**src/rtl/lsu_ctrl.sv**
```systemverilog
// lsu_ctrl: MEM-stage load/store initiator. It checks alignment, builds the
// word address, byte enables and lane-replicated store data, and runs a
// req/ack access to data memory. Load results are extracted and extended.
module lsu_ctrl #(
    parameter int DM_ADDRESS = 9,
    parameter int DATA_W     = 32
) (
    input  logic                  clk,
    input  logic                  reset,
    input  logic                  MemRead,
    input  logic                  MemWrite,
    input  logic [2:0]            Funct3,
    input  logic [DATA_W-1:0]     addr,
    input  logic [DATA_W-1:0]     wd,
    output logic [DATA_W-1:0]     rd,
    output logic                  rd_valid,
    output logic                  stall,
    output logic                  mem_fault,
    output logic                  mem_req,
    output logic                  mem_we,
    output logic [DM_ADDRESS-1:0] mem_addr,
    output logic [3:0]            mem_be,
    output logic [DATA_W-1:0]     mem_wdata,
    input  logic                  mem_ack,
    input  logic [DATA_W-1:0]     mem_rdata
);

    typedef enum logic [1:0] {
        IDLE = 2'd0,
        BUSY = 2'd1,
        DONE = 2'd2,
        ERR  = 2'd3
    } state_t;

    state_t                r_state;
    state_t                w_state_next;

    logic                  r_is_load;
    logic [2:0]            r_f3;
    logic [1:0]            r_off;
    logic                  r_we;
    logic [DM_ADDRESS-1:0] r_addr;
    logic [3:0]            r_be;
    logic [DATA_W-1:0]     r_wdata;
    logic [DATA_W-1:0]     r_rd;

    logic                  w_req_in;
    logic                  w_f3_legal;
    logic                  w_misaligned;
    logic                  w_fault;
    logic [3:0]            w_be;
    logic [DATA_W-1:0]     w_wdata;
    logic [DATA_W-1:0]     w_shifted;
    logic [DATA_W-1:0]     w_load_data;

    assign w_req_in = MemRead | MemWrite;

    // Request decode: legality of Funct3 for the winning op and alignment.
    always_comb begin
        w_f3_legal = 1'b0;
        if (MemRead) begin
            case (Funct3)
                3'b000, 3'b001, 3'b010, 3'b100, 3'b101: w_f3_legal = 1'b1;
                default:                                w_f3_legal = 1'b0;
            endcase
        end else begin
            case (Funct3)
                3'b000, 3'b001, 3'b010: w_f3_legal = 1'b1;
                default:                w_f3_legal = 1'b0;
            endcase
        end
        w_misaligned = 1'b0;
        case (Funct3[1:0])
            2'b01:   w_misaligned = addr[0];
            2'b10:   w_misaligned = |addr[1:0];
            default: w_misaligned = 1'b0;
        endcase
        w_fault = ~w_f3_legal | w_misaligned;
    end

    // Store lane steering; loads always read the full word.
    always_comb begin
        w_be    = 4'b1111;
        w_wdata = wd;
        if (!MemRead) begin
            case (Funct3[1:0])
                2'b00: begin
                    w_be    = 4'b0001 << addr[1:0];
                    w_wdata = {4{wd[7:0]}};
                end
                2'b01: begin
                    w_be    = 4'b0011 << addr[1:0];
                    w_wdata = {2{wd[15:0]}};
                end
                default: begin
                    w_be    = 4'b1111;
                    w_wdata = wd;
                end
            endcase
        end
    end

    // Load extraction from the returned word using the latched offset.
    always_comb begin
        w_shifted   = mem_rdata >> {r_off, 3'b000};
        w_load_data = w_shifted;
        case (r_f3)
            3'b000:  w_load_data = {{(DATA_W-8){w_shifted[7]}}, w_shifted[7:0]};
            3'b001:  w_load_data = {{(DATA_W-16){w_shifted[15]}}, w_shifted[15:0]};
            3'b100:  w_load_data = {{(DATA_W-8){1'b0}}, w_shifted[7:0]};
            3'b101:  w_load_data = {{(DATA_W-16){1'b0}}, w_shifted[15:0]};
            default: w_load_data = w_shifted;
        endcase
    end

    // State register.
    always_ff @(posedge clk) begin
        if (reset) r_state <= IDLE;
        else       r_state <= w_state_next;
    end

    // Next-state logic; DONE and ERR always return to IDLE so held requests
    // from the completed instruction cannot re-trigger.
    always_comb begin
        w_state_next = r_state;
        case (r_state)
            IDLE: if (w_req_in) w_state_next = w_fault ? ERR : BUSY;
            BUSY: if (mem_ack)  w_state_next = DONE;
            DONE: w_state_next = IDLE;
            ERR:  w_state_next = IDLE;
            default: w_state_next = IDLE;
        endcase
    end

    // Access latch on acceptance and load result capture on ack.
    always_ff @(posedge clk) begin
        if (reset) begin
            r_is_load <= 1'b0;
            r_f3      <= '0;
            r_off     <= '0;
            r_we      <= 1'b0;
            r_addr    <= '0;
            r_be      <= '0;
            r_wdata   <= '0;
            r_rd      <= '0;
        end else begin
            if (r_state == IDLE && w_req_in) begin
                r_is_load <= MemRead;
                r_f3      <= Funct3;
                r_off     <= addr[1:0];
                r_we      <= ~MemRead;
                r_addr    <= {addr[DM_ADDRESS-1:2], 2'b00};
                r_be      <= w_be;
                r_wdata   <= w_wdata;
            end
            if (r_state == BUSY && mem_ack && r_is_load) begin
                r_rd <= w_load_data;
            end
        end
    end

    assign mem_req   = (r_state == BUSY);
    assign mem_we    = r_we;
    assign mem_addr  = r_addr;
    assign mem_be    = r_be;
    assign mem_wdata = r_wdata;
    assign rd        = r_rd;
    assign rd_valid  = (r_state == DONE) && r_is_load;
    assign mem_fault = (r_state == ERR);
    assign stall     = ~reset & (((r_state == IDLE) & w_req_in) | (r_state == BUSY));

endmodule

```
**config.mk**
```make
export PLATFORM = sky130hd
export DESIGN_NAME = lsu_ctrl
export DESIGN_NICKNAME = d
export VERILOG_FILES = /design/src/rtl/lsu_ctrl.sv
export SDC_FILE = /design/constraint.sdc
export NUM_CORES = 1
export LEC_CHECK = 0
export ABC_AREA = 0
export CAP_MARGIN = 20
export CORE_MARGIN = 2
export CORE_UTILIZATION = 41
export DETAILED_ROUTE_END_ITERATION = 6
export MAX_ROUTING_LAYER = met4
export PLACE_DENSITY = 0.84
export SLEW_MARGIN = 20
export SYNTH_ARGS = -nofsm -noshare
export SYNTH_HDL_FRONTEND = slang
export SYNTH_SLANG_ARGS = --single-unit
```
**constraint.sdc**
```tcl
create_clock -name clk -period 1.9 [get_ports clk]
set_input_delay 0.285 -clock clk [delete_from_list [all_inputs] [get_ports clk]]
set_output_delay 0.285 -clock clk [all_outputs]
set_load 0.01 [all_outputs]
```
# == Word-level counts from Yosys, hierarchy flattened ==
# Cells that the tools add are included.
# classes
n_eq_ne,14
n_shift,3
muxes,13
bitwise_logic,8
n_reduce_logical,13
# op_table
op,count
$pmux 32 s4,1
$pmux 32 s2,1
$mux 32,1
$shr 32x5->32,1
$eq 3x3->1 const B,4
$pmux 4 s2,1
$eq 2x2->1 const B,3
$eq 3x1->1 const B,2
$logic_not 3->1,2
$mux 2,3
$pmux 2 s3,1
$reduce_or 5->1,1
$eq 2x1->1 const B,2
$logic_and 1x1->1,4
$logic_not 2->1,2
$mux 4,1
$reduce_or 2->1,2
$shl 1x2->4 const A,1
$shl 2x2->4 const A,1
$eq 3x2->1 const B,1
$mux 1,3
$not 1->1,3
$or 1x1->1,3
$reduce_or 3->1,1
other kinds (5),6
# totals
reg_bits,84
inputBits,104
wordCells,60

# == Logic depth before layout (Yosys ltp) ==
# Gate-level depths: netlist of run 1.
# logic_depth
ltp_word,9
mapped_depth,8
depth_no_buf,6

# == Least setup slack after synthesis of run 1 ==
# OpenSTA, ideal clock, no wires.
# synth_path
kind,in2reg
from,input Funct3[1]
to,"register r_wdata[11], in the netlist mem_wdata[11]"
setup_ps,86
t_arrival_ps,1587
required_time_ps,1814
slack_ps,227
stages,8
cell_sequence,clkbuf_1 -> inv_1 -> ha_1 -> o21bai_1 -> buf_2 -> buf_2 -> nand2_1 -> a211oi_1
# synth_via
elab_chain_cells,3
elab_cells_between_ends,4
classes_between,1 x eq/ne; 2 x mux; 1 x reduce/logical
# synth_rtl
element,line,text
from (decl),12,"input logic [2:0] Funct3,"
$eq 2x1->1 or $logic_not 2->1 (tied branches),86,case (Funct3[1:0])
$pmux 32 s2 (*),86,
$mux 32 (*),85,if (!MemRead) begin
to (signal assigned),154,r_wdata <= w_wdata;
to (decl),44,logic [DATA_W-1:0] r_wdata;
# Every way passes the cells marked *; elsewhere a longest branch is shown, timed or not.
# A chain may end at the register's enable or synchronous reset.

# == Worst setup path in the final report of run 1 ==
# layout_path
from,register r_state[0]
to,output mem_req
# layout_via
elab_chain_cells,1
# layout_rtl
element,line,text
from (decl),35,state_t r_state;
from (signal assigned),119,else r_state <= w_state_next;
$eq 2x1->1,162,assign mem_req = (r_state == BUSY);
to (decl),19,"output logic mem_req,"
# Every way passes these cells.

==> results of run 1 <==
## what timing repair did
action                                  in CTS  in global routing
gates cloned                                 0                  0
endpoints found under the setup margin       3                  3
resized for setup                            2                  2
hold buffers                                 0                  0
## synth_stat cells (2+ instances only)
| library cell | instances | area share |
|---|---|---|
| nor3b_1 | 4 | 0.0076 |
| mux2i_1 | 17 | 0.043 |
| ha_1 | 3 | 0.0095 |
| o2bb2ai_1 | 7 | 0.016 |
| nor3_1 | 17 | 0.022 |
| mux2_2 | 9 | 0.026 |
| clkbuf_1 | 19 | 0.018 |
| a211oi_1 | 42 | 0.080 |
| buf_4 | 5 | 0.0095 |
| o21bai_1 | 2 | 0.0038 |
| o211ai_1 | 8 | 0.015 |
| buf_2 | 18 | 0.023 |
| a311oi_1 | 2 | 0.0044 |
| o21ai_0 | 6 | 0.0076 |
| dfxtp_1 | 84 | 0.43 |
| nor2_1 | 75 | 0.071 |
| buf_6 | 2 | 0.0057 |
| a22oi_1 | 8 | 0.015 |
| a21oi_1 | 54 | 0.069 |
| nand2_1 | 79 | 0.075 |
| nor2b_1 | 3 | 0.0048 |
| inv_1 | 3 | 0.0029 |
| a21o_1 | 2 | 0.0038 |
## worst max-delay path, cell delays in order (launching register included)
cell and delay, ps:
dfxtp_4 400, nor2b_2 190, clkdlybuf4s50_1 570
## flip-flops by register name (all words and copies together) (netlist names)
name / flops
r_is_load: 1
r_f3: 3
mem_we: 1
mem_wdata: 32
mem_addr: 7
mem_be: 4
r_state: 2
rd: 32
r_off: 2
## cell type report
class | instances | area (um2)
clock buffer | 10 | 127.6
clock inverter | 6 | 48.80
fill | 824 | 3359
inverter | 3 | 11.26
multi-input combinational | 355 | 2031
sequential | 84 | 1687
tap | 129 | 161.4
timing repair buffer | 185 | 1858
## power breakdown
group / internal [mW] / total, mW / leakage (nW) / switching (mW)
Clock: 0.489 / 1.17 / 0.0848 / 0.683
Combinational: 0.703 / 1.35 / 1.42 / 0.647
Sequential: 1.92 / 2.02 / 0.690 / 0.105
Total: 3.11 / 4.55 / 2.20 / 1.44
## worst max path at each step
stage          cells past startpoint        from       endpoint
2_1_floorplan                      8   Funct3[1]  mem_wdata[11]
3_3_place_gp                       4     MemRead          stall
3_5_place_dp                       8   Funct3[0]  mem_wdata[28]
4_1_cts                            3  r_state[1]       rd_valid
5_1_grt                            2  r_state[0]        mem_req
6_report                           2  r_state[0]        mem_req
## metal layers
layer  vias to the layer above  track usage  wire length, um
met1                      1882       0.2770             5085
met4                         0      0.07282              230
met3                        18      0.05951              869
met5                         -            -                0
li1                       2002            -                -
met2                       155       0.3968             5893
## through the flow
step                      cells  worst slack, ps  total power [mW]  utilization
after global routing        772            24.46             4.795       0.6381
after global placement      756           -46.96             3.377       0.6187
after CTS                   772            26.48             4.582       0.6377
after detailed placement    756           -128.8             3.414       0.6187
after floorplan             487            227.0             2.728            -
final                       772            98.14             4.547       0.6381
## cells by family (layout without fill, tap and decap cells)
family	Yosys count	after routing	synth area share
simple gates	187	187	0.1990
compound gates	136	136	0.2291
flops	84	84	0.4265
buf+inv	48	204	0.06030
mux	27	27	0.07458
fa+ha+maj	3	3	0.009522
other cells	1	2	0.0009512
## placed cells by master (no fill, tap or decap), types with 17 or more instances in the layout
cell type        count
nor2_1              75
mux2i_1             17
nand2_1             79
dfxtp_1             82
clkdlybuf4s50_1    158
buf_4               19
a211oi_1            42
a21oi_1             54
nor3_1              17
==> flow_summary.toml, run 1 <==
[status]
status = "finished, final reports clean"

[global_route]
grt_pass1_vias = 3892
grt_pass1_wl_mm = 18.71
grt.overflow.total = 0
antenna_found_initial = 0
grt_usage = 0.2356
grt_max_degree = 84

[synthesis]
ys_ff_latch = 84
synth_edf_count = 0
ys_types = 40
synth_warnings = 0
postSynth.asyncResetShare = 0
yosysSeqAreaShare = 0.4265
syn_avg_cell_area_um2 = 8.112
synth_area_um2 = 3943
ys.flop_type = "dfxtp_1"
syn_inst = 486

[clock_network]
htreeDepth = 3
cts_tree = "built"
ctsLongestPathBuffers = 2
cts_setup_buffers = 0
cts-root-buf = "clkbuf_8"
numClockSinks = 84
clkLatencyLatePin_ps = 350
clk_transition_reported_paths_ps = 80
numCtsBuffers = 9

[floorplan]
die_y_um = 102.1
die_x_um = 102.1
start_util = 0.4247
num_rows = 35
dieArea_um2 = 10420
core_area_um2 = 9284
io_pins = 186

[routing]
wl_per_cell_um = 15.65
drtAntennaViolNets = 0
viasPerCell = 5.255
route.detailed.drc = 0
first_pass_iters = 5
drt_iter0_markers = 166
drt-total-wl_mm = 12.08
dr_total_vias = 4057

[critical_path]
critical_path_class = "reg -> out"
required_ps = 1620
reg2reg_from = "r_off[1]"
setup.worst_path.start_class = "register"
r2r_end = "rd[25]"
end_kind = "primary output"
cp_max_fo = 8
r2r_setup_slack_ps = 300
arrival_ps = 1520
reg2reg_depth = 5

[sta]
finalMaxSlewViolations = 0
hold_viol = 0
skew_ps = 8.395
tightest_slew_ps = 887.1
slew_headroom = 0.4086
tns_ps = 0
period_needed_ps = 1802
fin_crit_sh = 0.9483
hold_slack_ps = 352.6
fmax_ghz = 0.5550
finalSetupViolCount = 0
rsz0062_at_grt = "no"

[layout]
final_nets = 745
fin_area_um2 = 5924
n_antenna_cell = 0
drive_above_1_share = 0.09176
syn_to_final_growth_pct = 50.27

[placement]
gp_congestion = 0.9124
dp_hpwl_mm = 9.050
dpl_cell_area_um2 = 5744
port-buffer-count = 160

[job]
maxCapViolCount = 0

[power_and_ir_drop]
vdd_drop_max_mv = 0.4418
p_per_area_nw_per_um2 = 767.4
power_leakage_nw = 2.196

[hold_path]
hp-start = "reset"
min_path_cells = 4
hold_class = "in -> reg"
min_to = "r_state[1]"
Note: power is estimated with default switching activity, not from simulation.
==> run 2: changes to the inputs <==
--- a/config.mk
+++ b/config.mk
@@ -8,3 +8,3 @@
 export ABC_AREA = 0
-export CAP_MARGIN = 20
+export CAP_MARGIN = 25
 export CORE_MARGIN = 2
--- a/constraint.sdc
+++ b/constraint.sdc
@@ -3,2 +3,2 @@
 set_output_delay 0.285 -clock clk [all_outputs]
-set_load 0.01 [all_outputs]
+set_load 0.05 [all_outputs]
==> run 2 against run 1 <==
  * Clock skew is 2.7 ps higher
  * Routed wire length is 2.9% higher
  * Combinational power is 35% higher
  * Sequential power hardly changed
  * Final cell count is 0.39% lower
  * Critical path depth is 1 lower
  * Non-clock buffer count is 3 lower
  * Critical endpoint is now rd[15]
  * Largest power group unchanged
==> flow_summary.toml, run 2 (same netlist as run 1, synthesis figures left out) <==
[hold_path]
hold_class = "in -> reg"

[power_and_ir_drop]
sw_frac_of_total = 0.3656
vdd_drop_max_mv = 0.4888
pwr-share-clk = 0.260
internal-power_mw = 3.290
seq_power_share = 0.390
p_sw_mw = 1.896
p_per_area_nw_per_um2 = 868.0
combPwrFrac = 0.351
power_leakage_nw = 2.227

[routing]
dr_total_vias = 4066
first_pass_iters = 4
viasPerCell = 5.287
drtAntennaViolNets = 0
wl_per_cell_um = 16.16
route.detailed.drc = 0
drt-total-wl_mm = 12.42
drt_iter0_markers = 183

[layout]
n_antenna_cell = 0
seq_area_um2 = 1682
drive_above_1_share = 0.09375
multi_input_area_um2 = 2036
layout_common_cells = "clkdlybuf4s50_1 (155), dfxtp_1 (84), nand2_1 (79)"
fin_area_um2 = 5974
layout_commonest_cell = "clkdlybuf4s50_1"
fillers = 810
syn_to_final_growth_pct = 51.54
final_nets = 742

[clock_network]
cts_setup_buffers = 0
ctsLongestPathBuffers = 2
numCtsBuffers = 9
post_cts_resized = 0
numClockSinks = 84
clkLatencyLatePin_ps = 350
cts_tree = "built"
htreeDepth = 3
cts-root-buf = "clkbuf_8"
clk_transition_reported_paths_ps = 90
hold_buffers = 0

[critical_path]
slowest_delay_ps = 850
path_delay_family = "buffers and inverters"
cp_slowest_cell = "clkdlybuf4s50_1"
cp_max_fo = 2
critical_path_class = "reg -> out"
required_ps = 1620
arrival_ps = 1540
setup.worst_path.start_class = "register"
crit_chain = "clkdlybuf4s50_1"
cp_num_buf_inv = 1
end_kind = "primary output"

[floorplan]
num_rows = 35
start_util = 0.4247
dieArea_um2 = 10420
io_pins = 186
core_area_um2 = 9284
die_x_um = 102.1
die_y_um = 102.1

[sta]
hold_slack_ps = 313.1
period_needed_ps = 1830
slew_headroom = 0.6265
tightest_slew_ps = 558.6
fmax_ghz = 0.5465
rsz0062_at_grt = "no"
fin_crit_sh = 0.9632
layout_setup_ws_ps = 70.00
finalMaxSlewViolations = 0
finalSetupViolCount = 0
hold_viol = 0
skew_ps = 11.08

[global_route]
grt_usage = 0.2452
grt_pass1_wl_mm = 19.50
grt_pass1_vias = 4057
grt_max_degree = 84
grt.overflow.total = 0
antenna_found_initial = 0

[placement]
dpl_cell_area_um2 = 5767
port-buffer-count = 160
gp_congestion = 0.9112
pre_cts_slack_ps = -97.63
dp_hpwl_mm = 9.062

[status]
status = "finished, final reports clean"

[job]
maxCapViolCount = 0
==> run 2: worst min-delay path: cells and delay by family <==
| kind | cells | cell delay (ps) |
|---|---|---|
| compound gates | 1 | 120 |
| buf+inv | 1 | 130 |
| simple gates | 1 | 80 |
==> run 2: area by class of cell <==
cell class,count,area share
Tap cell,129,0.02702
Sequential cell,84,0.2815
Timing Repair Buffer,182,0.3141
Clock buffer,10,0.02304
Multi-Input combinational cell,355,0.3407
Clock inverter,6,0.01173
Inverter,3,0.001885
==> run 2: layer usage <==
metal  wire, um  GRT usage  vias to the layer above
li1           -          -                     1995
met1       5257     0.2937                     1892
met2       6005     0.4028                      159
met3        924    0.05404                       20
met4        236    0.09538                        0
met5          0          -                        -
==> run 2: worst paths after layout <==
path / startpoint / slack (ps) / depth (start not counted) / end
max: rd[15] / 70 / 1 / rd[15]
min: reset / 310 / 3 / r_state[1]
max reg2reg: r_off[1] / 190 / 5 / rd[29]
min reg2reg: mem_wdata[4] / 460 / 2 / mem_wdata[4]
==> run 2: metrics by stage <==
stage | TNS [ps] | std cells | power, mW | utilization
final | 0 | 769 | 5.186 | 0.6435
after global routing | 0 | 769 | 5.429 | 0.6435
after CTS | 0 | 769 | 5.209 | 0.6435
after detailed placement | -771.7 | 753 | 3.875 | 0.6212
after global placement | -187.2 | 753 | 3.839 | 0.6212
after floorplan | 0 | 487 | 3.170 | -
==> run 2: power by group through the flow <==
| stage | clock (mW) | combinational, mW | sequential (mW) |
|---|---|---|---|
| finish | 1.35 | 1.82 | 2.02 |
| global route | 1.45 | 1.93 | 2.04 |
| CTS | 1.37 | 1.82 | 2.02 |
| detailed placement | 0 | 1.81 | 2.06 |
| global placement | 0 | 1.79 | 2.05 |
| floorplan | 0 | 0.654 | 2.52 |
